File: config.mk
export PLATFORM = sky130hd
export DESIGN_NAME = fir_coef_loader
export DESIGN_NICKNAME = d
export VERILOG_FILES = /design/src/rtl/fir_coef_loader.sv
export SDC_FILE = /design/constraint.sdc
export NUM_CORES = 1
export LEC_CHECK = 0
export CAP_MARGIN = 20
export CORE_MARGIN = 2
export CORE_UTILIZATION = 40
export CTS_BUF_LIST = sky130_fd_sc_hd__clkbuf_8
export CTS_CLUSTER_DIAMETER = 200
export DETAILED_ROUTE_END_ITERATION = 16
export GPL_ROUTABILITY_DRIVEN = 0
export SETUP_SLACK_MARGIN = 0.05
export SLEW_MARGIN = 20
export SYNTH_ARGS = -nofsm -noshare
export SYNTH_HDL_FRONTEND = slang
export SYNTH_SLANG_ARGS = --single-unit
File: constraint.sdc
create_clock -name clk -period 2.1 [get_ports clk]
set_input_delay 0.42 -clock clk [delete_from_list [all_inputs] [get_ports clk]]
set_output_delay 0.42 -clock clk [all_outputs]
set_load 0.02 [all_outputs]
File: src/rtl/fir_coef_loader.sv
// fir_coef_loader
//   Writer side of the FIR coefficient bank. A framed 2-bit symbol stream
//   (opened by `start`) fills a shadow register tap by tap, MSB symbol first.
//   A trailing parity symbol (XOR of all data symbols) is then checked. On a
//   match the shadow is committed to `coef_out` in one edge, so the FIR core
//   never sees a partial set.
//
// Ports
//   clk        clock
//   reset      synchronous, active-high reset
//   start      single-cycle pulse, opens/restarts a transfer (wins over din_valid)
//   din        2-bit data or parity symbol
//   din_valid  din is valid this cycle
//   coef_out   committed bank, tap k at [k*BW_coef +: BW_coef]
//   busy       high while loading or waiting for parity
//   done       one-cycle pulse on a successful commit
//   err        sticky parity-mismatch flag, cleared by start or reset
module fir_coef_loader #(
  parameter int N_TAPS  = 4,
  parameter int BW_coef = 4
) (
  input  logic                        clk,
  input  logic                        reset,
  input  logic                        start,
  input  logic [1:0]                  din,
  input  logic                        din_valid,
  output logic [N_TAPS*BW_coef-1:0]   coef_out,
  output logic                        busy,
  output logic                        done,
  output logic                        err
);

  localparam int SPT = BW_coef / 2;           // symbols per tap
  localparam int S   = N_TAPS * SPT;          // data symbols per transfer
  localparam int CW  = $clog2(S + 1);
  localparam int W   = N_TAPS * BW_coef;

  typedef enum logic [1:0] {
    IDLE,
    LOAD,
    CHECK
  } state_t;

  state_t          state, state_n;
  logic [CW-1:0]   cnt, cnt_n;
  logic [1:0]      par, par_n;
  logic [W-1:0]    shadow, shadow_n;
  logic [W-1:0]    coef_q, coef_n;
  logic            done_q, done_n;
  logic            err_q, err_n;

  always_ff @(posedge clk) begin
    if (reset) begin
      state  <= IDLE;
      cnt    <= '0;
      par    <= '0;
      shadow <= '0;
      coef_q <= '0;
      done_q <= 1'b0;
      err_q  <= 1'b0;
    end else begin
      state  <= state_n;
      cnt    <= cnt_n;
      par    <= par_n;
      shadow <= shadow_n;
      coef_q <= coef_n;
      done_q <= done_n;
      err_q  <= err_n;
    end
  end

  always_comb begin
    state_n  = state;
    cnt_n    = cnt;
    par_n    = par;
    shadow_n = shadow;
    coef_n   = coef_q;
    done_n   = 1'b0;
    err_n    = err_q;

    if (start) begin
      // Any symbol arriving with start is dropped; shadow bits are left stale
      // because every position is rewritten before the next commit.
      state_n = LOAD;
      cnt_n   = '0;
      par_n   = '0;
      err_n   = 1'b0;
    end else begin
      unique case (state)
        LOAD: begin
          if (din_valid) begin
            // Symbol p belongs to tap p/SPT; within a tap the first symbol
            // lands in the most significant pair.
            for (int unsigned p = 0; p < S; p++) begin
              if (cnt == CW'(p))
                shadow_n[(p / SPT) * BW_coef + (SPT - 1 - (p % SPT)) * 2 +: 2] = din;
            end
            par_n = par ^ din;
            cnt_n = cnt + CW'(1);
            if (cnt == CW'(S - 1))
              state_n = CHECK;
          end
        end
        CHECK: begin
          if (din_valid) begin
            if (din == par) begin
              coef_n = shadow;
              done_n = 1'b1;
            end else begin
              err_n = 1'b1;
            end
            state_n = IDLE;
          end
        end
        default: ;
      endcase
    end
  end

  assign coef_out = coef_q;
  assign busy     = (state == LOAD) || (state == CHECK);
  assign done     = done_q;
  assign err      = err_q;

endmodule

==> Word level (Yosys, flattened, before mapping) <==
Index checks and enable logic that the tools add are counted.
{ "totals": {"in_bits": 6, "out_inout_bits": 19, "ramBits": 0, "regBits": 42, "romBits": 0, "elab_cells": 62, "latchBits": 0, "memories": 0} }
{ "op_classes": {"n_bitwise": 5, "eq_ne": 16, "order_cmp": 0, "shifts": 0, "n_div": 0, "mux": 6, "n_addsub": 1, "n_reduce_logical": 19, "multipliers": 0} }
{ "ops": {"columns": ["operator", "n"], "rows": [
  ["$reduce_and A4 Y1", 11],
  ["$eq A4 B3 Y1 const B", 4],
  ["$ne A3 B3 Y1 const B", 3],
  ["$eq A4 B2 Y1 const B", 2],
  ["$mux W2", 3],
  ["$ne A2 B2 Y1 const B", 3],
  ["$add A4 B1 Y4 const B", 1],
  ["$eq A4 B1 Y1 const B", 1],
  ["$logic_not A4 Y1", 1],
  ["$not A1 Y1", 4],
  ["$pmux W2 S2", 1],
  ["$reduce_or A4 Y1", 1],
  ["$reduce_and A3 Y1", 1],
  ["$reduce_bool A3 Y1", 1],
  ["$eq A2 B1 Y1 const B", 1],
  ["$eq A2 B2 Y1", 1],
  ["$eq A2 B2 Y1 const B", 1],
  ["$mux W1", 2],
  ["$reduce_and A2 Y1", 1],
  ["$reduce_bool A2 Y1", 1],
  ["$reduce_or A2 Y1", 1],
  ["$xor A2 B2 Y2", 1],
  ["$logic_or A1 B1 Y1", 1]
]} }

==> Longest topological paths before layout <==
Gate-level depths: netlist (run 1).
{ "logic_depth": {"depth_word": 5, "ltp_mapped": 6, "mapped_depth_nobuf": 5} }

==> Least setup slack after synthesis (run 1) <==
OpenSTA, ideal clock, no wires.
{ "synth_path": {"path_kind": "in2reg", "from": "in din[0]", "to": "reg coef_q[15], in the netlist coef_out[15]", "slack_ns": 0.377, "path_buffers": 2, "arrival_time_ns": 1.651, "path_stages": 5, "t_required_ns": 2.028, "setup_time_ns": 0.072, "path_cell_list": "buf_6 xor2_2 nor4_4 buf_6 mux2i_1"} }
{ "synth_via": {"elab_chain_cells": 2} }
{ "synth_lines": {"columns": ["item", "line_no", "rtl"], "rows": [
  ["start: declaration", "25", "input logic [1:0] din,"],
  ["$eq A2 B2 Y1", "106", "if (din == par) begin"],
  ["$reduce_and A4 Y1 (no line)", null, null],
  ["end signal: assignment", "66", "coef_q <= coef_n;"],
  ["end: declaration", "48", "logic [W-1:0] coef_q, coef_n;"]
]} }
Every way passes these cells.
A chain may end at the register's enable or synchronous reset.

==> Worst setup path in the final report (run 1) <==
{ "layout_path": {"from": "reg state[0]", "to": "out busy"} }
{ "layout_via": {"elab_chain_cells": 2, "elab_cells_between_ends": 3, "classes_between": "eq/ne: 2; reduce/logical: 1"} }
{ "layout_lines": {"columns": ["item", "line_no", "rtl"], "rows": [
  ["start: declaration", "44", "state_t state, state_n;"],
  ["start signal: assignment", "62", "state <= state_n;"],
  ["$eq A2 B1 Y1 or $eq A2 B2 Y1 (tied branches)", "121", "assign busy = (state == LOAD) || (state == CHECK);"],
  ["$logic_or A1 B1 Y1 *", "121", null],
  ["end: declaration", "28", "output logic busy,"]
]} }
Mark *: on every way between the ends. The rest lies on a longest branch, timed or not.

==> summary.txt, run 1 <==
Outcome
  • Status: completed

Placed design
  • DP Wirelength: ~2.5 mm
  • Placed Cells incl. Taps: 296
  • Port bufs: 24
  • DP Worst Slack: between 0.1 and 0.15 ns

STA
  • Number of hold violations in the final report: 0
  • Timing-limited maximum frequency: between 0.5 and 0.6 GHz
  • Period Utilization, post-route: between 80% and 90%
  • Minimum setup slack in the final design: 0.335 ns
  • Finish-stage setup viols: 0
  • Max-Slew Margin vs Limit: 71.8%
  • Worst hold slack: 0.453 ns
  • Unrepaired setup endpoints after global routing: false
  • Min cycle time layout: 1.76 ns
  • Worst clock skew: 0.00764 ns
  • Number of slew-limit violations in the final report: 0
  • Fin Setup TNS: 0 ns
  • Slew of the pin with the lowest slew margin: 0.423 ns

Power
  • IR Drop Worst-Case VDD: about 240 uV
  • Total power divided by cell area: 595 nW/um^2
  • Leakage power: between 0.7 and 0.8 nW

Logic synthesis
  • Post-synth EDFFs: 0
  • Synthesized Nets: 222
  • Ys flop type: sky130_fd_sc_hd__dfxtp_1
  • Portion of the post-synthesis area used by sequential elements: 42.4%
  • FF+latch count, synth: 42
  • Cell area after synthesis: a little under 2000 sq um
  • Number of warnings reported in the yosys synthesis log: 0
  • Average cell area after synthesis: 9.44 sq um
  • Distinct cell type count after synthesis: 35
  • Number of standard cells after synthesis: 210
  • Share of flip-flops with an asynchronous set or reset: 0%

Floorplan
  • Core area: 4750 sq um
  • Number of placed I/O pins: 25
  • Starting density of the core: 41.7%
  • Die boundary width: between 70 and 80 um
  • Floorplan die area: 5540 sq um
  • Die Ht: 74.4 um
  • Rows: 25

Global route
  • Total global routing overflow: 0
  • Number of global-route vias before repair: approximately 1,300
  • Largest net degree at the start of global routing: 43
  • Antenna violations before repair: 0
  • All-layer global routing usage: 14.3%
  • First-pass GRT wire length: 6.04 mm

Detailed routing
  • WL final: 3.62 mm
  • Routed wire per std cell: 12.0 um
  • Met3 wirelength from detailed routing: 114 um
  • Wire length on met2: between 1.5 and 2 mm
  • Post-detailed-route DRC marker count: 0
  • Top metal layer carrying routed signals: met4
  • Metal1 wirelength: 1.81 mm
  • Vias post-DR: roughly 1,500
  • Number of antenna-violating nets in the routed design: 0
  • Vias per Instance: a little under 5
  • Number of iterations in the first detailed-routing pass: 4
  • Count of routing violations after the opening detailed-route iteration: 85

CTS
  • Clock-pin slew reported for the worst setup and hold paths after clock tree synthesis: about 0.080 ns
  • Number of buffers added by the clock tree synthesis step: 5
  • Clock root buffer: sky130_fd_sc_hd__clkbuf_8
  • Clock tree from TritonCTS: yes
  • Clock Sinks: between 40 and 50
  • Source-to-sink clock delay at the later pin of the worst-skew pair: 0.29 ns
  • Largest buffer count on any clock path: 2
  • Htree depth: 2
  • CTS Hold Bufs: 0

Setup path
  • Count of buffer and inverter cells on the critical path: 3
  • Endpoint kind of the worst setup timing path: output port
  • Worst-path cell chain: inv_1 > ha_1 > inv_1 > dlygate4sd2_1
  • Delay contributed by the slowest stage of the critical path: 0.34 ns
  • Largest delay share family, worst path: buffers and inverters
  • Classification of the worst setup path: reg2out
  • Data arrival time of the worst path: about 1.3 ns
  • Endpoint required time on the critical path: approximately 1.7 ns
  • Cell occurring most often along the worst timing path: sky130_fd_sc_hd__inv_1
  • Highest-delay cell along the critical path: sky130_fd_sc_hd__dfxtp_1
  • Critical Path Fanout Max: 2
  • Kind of start point of the critical path: register

Cells and area
  • Commonest cells after routing, fill and taps aside: sky130_fd_sc_hd__dfxtp_1 (42), sky130_fd_sc_hd__nand3_1 (24), sky130_fd_sc_hd__clkdlybuf4s50_1 (23)
  • Count of filler cells inserted in the layout: between 400 and 500
  • Most common library cell in the layout ignoring fill and taps: sky130_fd_sc_hd__dfxtp_1
  • Number of nets in the layout: ~250
  • Area added between synthesis and finish: 19.9%
  • Share of post-route cells with drive strength above 1: between 10% and 20%
  • Inserted Diodes: 0
  • Filler-free cell count of the finished design: 302

Worst hold path
  • Hold Path Class: reg2reg

Run
  • Max-cap violations: 0
==> final cells by class <==
class,count,area (sq um),area share (%)
multi-input cells,148,1030,43.3
flip-flops and latches,42,841,35.3
repair buffers,33,319,13.4
well taps,67,83.8,3.52
clock buffers,6,82.6,3.47
inverters,6,22.5,0.947
==> synthesized netlist by cell type (2+ instances only) <==
library cell                    instances  area, sq um
sky130_fd_sc_hd__a21oi_1               19         95.1
sky130_fd_sc_hd__mux2i_1               16          160
sky130_fd_sc_hd__inv_1                  6         22.5
sky130_fd_sc_hd__ha_1                   6         75.1
sky130_fd_sc_hd__or2b_2                 8         70.1
sky130_fd_sc_hd__buf_6                  2         22.5
sky130_fd_sc_hd__xor2_2                 2         32.5
sky130_fd_sc_hd__or3_1                  2         12.5
sky130_fd_sc_hd__xnor2_1                2         17.5
sky130_fd_sc_hd__nand3_1               24          120
sky130_fd_sc_hd__clkbuf_1               8         30.0
sky130_fd_sc_hd__o21ai_1               16         80.1
sky130_fd_sc_hd__nor2_1                 6         22.5
sky130_fd_sc_hd__nand2b_1              15         93.8
sky130_fd_sc_hd__and3_1                 4         25.0
sky130_fd_sc_hd__nand2b_2               9         78.8
sky130_fd_sc_hd__xor2_1                 2         17.5
sky130_fd_sc_hd__or2b_1                 2         15.0
sky130_fd_sc_hd__dfxtp_1               42          841
sky130_fd_sc_hd__dlygate4sd1_1          2         17.5
sky130_fd_sc_hd__nand2_1                3         11.3
==> per-stage QoR <==
step	power [mW]	area, sq um	utilization (%)
final	1.42	2380	50.0
after global routing	1.48	2380	50.0
after CTS	1.44	2380	50.0
after detailed placement	0.925	2300	48.3
after global placement	0.925	2300	48.3
after floorplan	0.893	1980	-
==> worst min-delay path, cell delays in order (launching register included) <==
cell and delay, ns:
sky130_fd_sc_hd__dfxtp_1 0.32, sky130_fd_sc_hd__inv_1 0.05, sky130_fd_sc_hd__a21oi_1 0.05
==> path summary, 6_finish.rpt <==
kind	start	endpoint	slack (ns)	cells past startpoint
max reg2reg	state[1]$_SDFFE_PP0P_	state[1]$_SDFFE_PP0P_	0.48	5
min	err$_SDFFE_PP0P_	err$_SDFFE_PP0P_	0.45	2
max	state[0]$_SDFFE_PP0P_	busy	0.34	4
min reg2reg	err$_SDFFE_PP0P_	err$_SDFFE_PP0P_	0.45	2
==> what timing repair did <==
| action | in CTS | in global routing |
|---|---|---|
| endpoints found under the setup margin | 1 | 0 |
| setup buffers | 0 | 0 |
| gates resized for setup | 1 | 0 |
==> where the power goes <==
part	switching [mW]	internal, mW	leakage, nW	total, mW
registers	0.00351	0.801	0.339	0.804
logic	0.0589	0.0418	0.398	0.101
clock network	0.257	0.254	0.0431	0.511
==> cells by family (layout without fill, tap and decap cells) <==
group           Yosys count  after routing  synth area share (%)
compound gates           39             39                  10.2
xor+xnor                  6              6                  3.41
fa+ha+maj                 6              6                  3.79
buf+inv                  20             45                  5.68
flops                    42             42                  42.4
mux                      17             17                  8.64
simple gates             80             80                  25.9
==> state kept, by name, summed over array words and instances (netlist names) <==
name      cells
cnt           4
coef_out     16
done          1
err           1
par           2
shadow       16
state         2
==> routing by layer <==
layer,vias to the layer above,global-route usage [%]
met5,-,0
met4,0,5.95
met3,6,3.66
met2,23,22.8
met1,685,18.4
li1,763,-
(Power assumes the default switching activity.)
==> inputs of run 2 (changes only) <==
==> constraint.sdc (replaced) <==
create_clock -name clk -period 1.6 [get_ports clk]
set_input_delay 0.32 -clock clk [delete_from_list [all_inputs] [get_ports clk]]
set_output_delay 0.32 -clock clk [all_outputs]
set_load 0.02 [all_outputs]
==> summary.txt, run 2 (synthesized netlist as in run 1, its figures left out) <==
Detailed routing
  • Vias post-DR: 1,510 (was 1,477)
  • Routed wire per std cell: 12.4 um (was 12.0 um)
  • Count of routing violations after the opening detailed-route iteration: 82 (was 85)
  • Vias per Instance: 4.81 (was 4.89)
  • Post-detailed-route DRC marker count: 0 (unchanged)
  • Number of antenna-violating nets in the routed design: 0 (unchanged)
  • WL final: 3.89 mm (was 3.62 mm)
  • Number of iterations in the first detailed-routing pass: 4 (unchanged)

STA
  • Minimum setup slack in the final design: 0.0970 ns (was 0.335 ns)
  • Number of slew-limit violations in the final report: 0 (unchanged)
  • Worst clock skew: 0.00464 ns (was 0.00764 ns)
  • Period Utilization, post-route: 93.9%
  • Timing-limited maximum frequency: around 0.67 GHz
  • Slew of the pin with the lowest slew margin: 0.318 ns (was 0.423 ns)
  • Max-Slew Margin vs Limit: 78.8% (was 71.8%)
  • Min cycle time layout: 1.50 ns
  • Number of hold violations in the final report: 0 (unchanged)
  • Finish-stage setup viols: 0 (unchanged)
  • Unrepaired setup endpoints after global routing: true (was false)
  • Worst hold slack: 0.364 ns (was 0.453 ns)

Cells and area
  • Most common library cell in the layout ignoring fill and taps: sky130_fd_sc_hd__dfxtp_1 (unchanged)
  • Area added between synthesis and finish: 26.9% (was 19.9%)
  • Share of post-route cells with drive strength above 1: 20.2% (was 15.3%)
  • Commonest cells after routing, fill and taps aside: sky130_fd_sc_hd__dfxtp_1 (42), sky130_fd_sc_hd__nand3_1 (24), sky130_fd_sc_hd__a21oi_1 (19) (was sky130_fd_sc_hd__dfxtp_1 (42), sky130_fd_sc_hd__nand3_1 (24), sky130_fd_sc_hd__clkdlybuf4s50_1 (23))
  • Number of nets in the layout: 258 (was 248)
  • Filler-free cell count of the finished design: 314 (was 302)
  • Inserted Diodes: 0 (unchanged)

Setup path
  • Delay contributed by the slowest stage of the critical path: 0.46 ns (was 0.34 ns)
  • Data arrival time of the worst path: 1.73 ns (was 1.34 ns)
  • Critical Path Fanout Max: 8 (was 2)
  • Classification of the worst setup path: in2reg (was reg2out)
  • Worst-path cell chain: clkdlybuf4s50_1 > xor2_2 > nor4_4 > buf_4 > clkbuf_16 > mux2i_1 (was inv_1 > ha_1 > inv_1 > dlygate4sd2_1)
  • Highest-delay cell along the critical path: sky130_fd_sc_hd__clkdlybuf4s50_1 (was sky130_fd_sc_hd__dfxtp_1)
  • Endpoint kind of the worst setup timing path: register (was output port)
  • Endpoint required time on the critical path: 1.83 ns (was 1.68 ns)
  • Kind of start point of the critical path: primary input (was register)

CTS
  • CTS Hold Bufs: 0 (unchanged)
  • Source-to-sink clock delay at the later pin of the worst-skew pair: 0.30 ns (was 0.29 ns)
  • Clock Sinks: 42 (unchanged)
  • Number of buffers added by the clock tree synthesis step: 5 (unchanged)
  • Largest buffer count on any clock path: 2 (unchanged)
  • Clock tree from TritonCTS: yes (unchanged)
  • Clock-pin slew reported for the worst setup and hold paths after clock tree synthesis: 0.08 ns (about the same)
  • Htree depth: 2 (unchanged)
  • Clock root buffer: sky130_fd_sc_hd__clkbuf_8 (unchanged)

Outcome
  • Status: completed (unchanged)

Run
  • Max-cap violations: 0 (unchanged)

Global route
  • All-layer global routing usage: 15.1% (was 14.3%)
  • Largest net degree at the start of global routing: 42 (was 43)
  • First-pass GRT wire length: 6.39 mm (was 6.04 mm)
  • Number of global-route vias before repair: 1,396 (was 1,304)
  • Total global routing overflow: 0 (unchanged)
  • Antenna violations before repair: 0 (unchanged)

Worst hold path
  • Hold Path Class: in2reg (was reg2reg)

Placed design
  • DP Worst Slack: -0.281 ns (was 0.148 ns)
  • Placed Cells incl. Taps: 304 (was 296)
  • DP Wirelength: 2.64 mm (was 2.54 mm)
  • Port bufs: 24 (unchanged)

Floorplan
  • Starting density of the core: 41.7% (unchanged)
  • Rows: 25 (unchanged)
  • Die Ht: 74.4 um (unchanged)
  • Core area: 4750 sq um (unchanged)
  • Number of placed I/O pins: 25 (unchanged)
  • Die boundary width: 74.4 um (unchanged)
  • Floorplan die area: 5540 sq um (unchanged)

Power
  • Total power divided by cell area: 810 nW/um^2 (was 595 nW/um^2)
  • IR Drop Worst-Case VDD: 435 uV (was 244 uV)
  • Leakage power: 0.973 nW (was 0.779 nW)
  • Total chip power: 2.04 mW (was 1.42 mW)
[run 2: cell types whose count changed in the layout (fill, tap and decap cells not counted), sizes merged]
| cell | change |
|---|---|
| clkdlybuf4s50 | -20 |
| dlygate4sd2 | +16 |
| buf | +10 |
| dlymetal6s2s | +3 |
| bufinv | +1 |
| clkinvlp | +1 |
| inv | +1 |
[run 2: final cells by class]
type | count | area (sq um)
Inverter | 6 | 22.5
Multi-Input combinational cell | 148 | 1050
Tap cell | 67 | 83.8
Sequential cell | 42 | 841
Fill cell | 468 | 2240
Timing Repair Buffer | 43 | 407
Clock inverter | 3 | 41.3
Clock buffer | 5 | 68.8
[run 2: final timing paths]
path	from	to	slack, ns	cells after the start
worst max register to register	state[0]$_SDFFE_PP0P_	state[1]$_SDFFE_PP0P_	0.15	5
worst min-delay path	start	state[0]$_SDFFE_PP0P_	0.36	3
worst min register to register	err$_SDFFE_PP0P_	err$_SDFFE_PP0P_	0.45	2
worst max-delay path	din[1]	coef_out[10]$_SDFFE_PP0P_	0.1	6
[run 2: timing repair]
| item | in CTS | in global routing |
|---|---|---|
| endpoints found under the setup margin | 20 | 21 |
| pin swaps | 0 | 1 |
| endpoints found under the hold margin | 0 | 0 |
| buffers inserted | 0 | 1 |
| cloned | 0 | 1 |
| gates resized for setup | 20 | 6 |
[run 2: worst max-delay path, delay by kind of cell]
family        cells  cell delay [ns]
buf+inv           3             0.81
xor+xnor          1             0.21
simple gates      1             0.20
mux               1             0.18
[run 2: where the power goes]
| group | leakage [nW] | switching [mW] | internal, mW |
|---|---|---|---|
| Combinational | 0.579 | 0.0834 | 0.0715 |
| Sequential | 0.339 | 0.00483 | 1.05 |
| Clock | 0.0556 | 0.368 | 0.459 |
| Total | 0.973 | 0.456 | 1.58 |
[run 2: metal layers]
| layer | track usage, % | wire length (um) | vias up |
|---|---|---|---|
| met3 | 4.34 | 149 | 8 |
| met4 | 6.35 | 87 | 0 |
| met2 | 23.8 | 1760 | 28 |
| met5 | 0 | 0 | - |
| li1 | - | - | 782 |
| met1 | 19.4 | 1890 | 692 |
[run 2: stage by stage]
step | area, sq um | utilization, % | setup TNS [ns]
floorplan | 2000 | - | -0.219
global placement | 2380 | 50.1 | -5.61
detailed placement | 2380 | 50.1 | -6.16
CTS | 2470 | 52.0 | 0
global route | 2520 | 52.9 | 0
finish | 2520 | 52.9 | 0
==> inputs of run 3 (changes only) <==
--- a/config.mk
+++ b/config.mk
@@ -12,8 +12,10 @@
 export CTS_CLUSTER_DIAMETER = 200
 export DETAILED_ROUTE_END_ITERATION = 16
 export GPL_ROUTABILITY_DRIVEN = 0
+export RECOVER_POWER = 100
 export SETUP_SLACK_MARGIN = 0.05
 export SLEW_MARGIN = 20
 export SYNTH_ARGS = -nofsm -noshare
 export SYNTH_HDL_FRONTEND = slang
 export SYNTH_SLANG_ARGS = --single-unit
+export TNS_END_PERCENT = 10
==> summary.txt, run 3 (synthesized netlist as in run 1, its figures left out) <==
Outcome
  • Status: completed (unchanged)

Floorplan
  • Core area: 4750 sq um (unchanged)
  • Rows: 25 (unchanged)
  • Floorplan die area: 5540 sq um (unchanged)
  • Die boundary width: 74.4 um (unchanged)
  • Starting density of the core: 41.7% (unchanged)
  • Die Ht: 74.4 um (unchanged)
  • Number of placed I/O pins: 25 (unchanged)

CTS
  • # resized after CTS: 4 (was 20)
  • Clock Sinks: 42 (unchanged)
  • Clock root buffer: sky130_fd_sc_hd__clkbuf_8 (unchanged)
  • Post-CTS setup buffer count: 0 (unchanged)
  • Number of buffers added by the clock tree synthesis step: 5 (unchanged)
  • Htree depth: 2 (unchanged)
  • Clock-pin slew reported for the worst setup and hold paths after clock tree synthesis: 0.07 ns (was 0.08 ns)
  • Largest buffer count on any clock path: 2 (unchanged)
  • Source-to-sink clock delay at the later pin of the worst-skew pair: 0.30 ns (about the same)
  • Clock tree from TritonCTS: yes (unchanged)
  • CTS Hold Bufs: 0 (unchanged)

Cells and area
  • Number of nets in the layout: 258 (unchanged)
  • Core occupancy in the finished layout: 50.2% (was 52.9%)
  • Filler-free cell count of the finished design: 314 (unchanged)
  • Inserted Diodes: 0 (unchanged)
  • Area added between synthesis and finish: 20.3% (was 26.9%)
  • Most common library cell in the layout ignoring fill and taps: sky130_fd_sc_hd__dfxtp_1 (unchanged)
  • Finished Cell Area: 2380 sq um (was 2520 sq um)
  • Share of post-route cells with drive strength above 1: 18.6% (was 20.2%)
  • Commonest cells after routing, fill and taps aside: sky130_fd_sc_hd__dfxtp_1 (42), sky130_fd_sc_hd__nand3_1 (24), sky130_fd_sc_hd__a21oi_1 (19), sky130_fd_sc_hd__clkbuf_1 (19) (was sky130_fd_sc_hd__dfxtp_1 (42), sky130_fd_sc_hd__nand3_1 (24), sky130_fd_sc_hd__a21oi_1 (19))

Setup path
  • Highest-delay cell along the critical path: sky130_fd_sc_hd__dfxtp_1 (was sky130_fd_sc_hd__clkdlybuf4s50_1)
  • Endpoint kind of the worst setup timing path: output port (was register)
  • Cell occurring most often along the worst timing path: sky130_fd_sc_hd__inv_1
  • Delay contributed by the slowest stage of the critical path: 0.34 ns (was 0.46 ns)
  • Worst-path cell chain: inv_1 > ha_1 > inv_1 > buf_6 (was clkdlybuf4s50_1 > xor2_2 > nor4_4 > buf_4 > clkbuf_16 > mux2i_1)
  • Largest delay share family, worst path: flip-flops (was buffers and inverters)
  • Count of buffer and inverter cells on the critical path: 3 (unchanged)
  • Kind of start point of the critical path: register (was primary input)
  • Data arrival time of the worst path: 1.15 ns (was 1.73 ns)
  • Endpoint required time on the critical path: 1.28 ns (was 1.83 ns)
  • Critical Path Fanout Max: 2 (was 8)
  • Classification of the worst setup path: reg2out (was in2reg)

Power
  • Net load switching power: 0.453 mW (was 0.456 mW)
  • IR Drop Worst-Case VDD: 540 uV (was 435 uV)
  • Total chip power: 2.24 mW (was 2.04 mW)
  • Switching Share: 20.2% (was 22.4%)
  • Power share of the combinational group: 6.7% (was 7.6%)
  • Internal Power: 1.79 mW (was 1.58 mW)
  • Part of the power in the clock network: 46.2% (was 40.6%)
  • Total power divided by cell area: 938 nW/um^2 (was 810 nW/um^2)
  • Relative contribution of sequential cells to total power: 47.1% (was 51.8%)
  • Leakage power: 0.813 nW (was 0.973 nW)

Global route
  • Number of global-route vias before repair: 1,407 (was 1,396)
  • Total global routing overflow: 0 (unchanged)
  • Largest net degree at the start of global routing: 20 (was 42)
  • All-layer global routing usage: 15.0% (was 15.1%)
  • First-pass GRT wire length: 6.35 mm (was 6.39 mm)
  • Antenna violations before repair: 0 (unchanged)

Detailed routing
  • Number of antenna-violating nets in the routed design: 0 (unchanged)
  • Routed wire per std cell: 12.1 um (was 12.4 um)
  • Number of iterations in the first detailed-routing pass: 4 (unchanged)
  • WL final: 3.79 mm (was 3.89 mm)
  • Vias per Instance: 4.83 (was 4.81)
  • Post-detailed-route DRC marker count: 0 (unchanged)
  • Count of routing violations after the opening detailed-route iteration: 46 (was 82)
  • Vias post-DR: 1,518 (was 1,510)

Worst hold path
  • Hold Path Class: reg2reg (was in2reg)

STA
  • Finish-stage setup viols: 0 (unchanged)
  • Number of slew-limit violations in the final report: 0 (unchanged)
  • Timing-limited maximum frequency: 0.681 GHz (was 0.665 GHz)
  • Number of hold violations in the final report: 0 (unchanged)
  • Minimum setup slack in the final design: 0.131 ns (was 0.0970 ns)
  • Unrepaired setup endpoints after global routing: true (unchanged)
  • Max-Slew Margin vs Limit: 77.8% (was 78.8%)
  • Slew of the pin with the lowest slew margin: 0.332 ns (was 0.318 ns)
  • Period Utilization, post-route: 91.8% (was 93.9%)
  • Min cycle time layout: 1.47 ns (was 1.50 ns)
  • Worst clock skew: 0.00719 ns (was 0.00464 ns)

Placed design
  • Port bufs: 24 (unchanged)
  • DP Wirelength: 2.65 mm (was 2.64 mm)
  • Instance area at placement: 2370 sq um (was 2380 sq um)
  • DP Worst Slack: -0.194 ns (was -0.281 ns)
  • Placed Cells incl. Taps: 306 (was 304)

Run
  • Max-cap violations: 0 (unchanged)
==> run 3: cell type report <==
type | instances | area (sq um)
well taps | 67 | 83.8
inverters | 6 | 22.5
clock inverters | 2 | 60.1
multi-input cells | 148 | 1010
clock buffers | 6 | 82.6
repair buffers | 43 | 280
fillers | 493 | 2370
flip-flops and latches | 42 | 841
==> run 3: layer usage <==
layer,global-route usage (%),vias to the layer above,part of all wire (%)
met4,5.36,0,1.4
met3,5.28,6,5.2
met5,0,-,0
met1,19.1,698,48
met2,23.6,30,45
li1,-,784,-
==> run 3: worst reg2reg max path: stages (launching register included) <==
cell and delay (ns):
sky130_fd_sc_hd__dfxtp_1 0.32, sky130_fd_sc_hd__clkbuf_4 0.13, sky130_fd_sc_hd__ha_1 0.21, sky130_fd_sc_hd__nand2b_1 0.15
sky130_fd_sc_hd__a21boi_1 0.20, sky130_fd_sc_hd__mux2_2 0.35
==> run 3: power groups by stage <==
stage	Combinational (mW)	Sequential [mW]	Clock, mW
finish	0.150	1.05	1.03
global route	0.164	1.06	1.11
CTS	0.151	1.06	1.07
detailed placement	0.153	1.08	0
global placement	0.153	1.08	0
floorplan	0.0924	1.08	0
==> run 3: through the flow <==
stage	hold WS [ns]	TNS [ns]
3_5_place_dp	0.445	-4.51
6_report	0.449	0
4_1_cts	0.456	0
5_1_grt	0.485	0
3_3_place_gp	0.437	-3.78
2_1_floorplan	0.437	-0.229
==> run 3: worst paths after layout <==
path	cells past startpoint	startpoint	slack, ns	end
worst min register to register	2	err$_SDFFE_PP0P_	0.45	err$_SDFFE_PP0P_
worst max-delay path	4	state[0]$_SDFFE_PP0P_	0.13	busy
worst min-delay path	2	err$_SDFFE_PP0P_	0.45	err$_SDFFE_PP0P_
worst max register to register	5	state[0]$_SDFFE_PP0P_	0.14	state[1]$_SDFFE_PP0P_
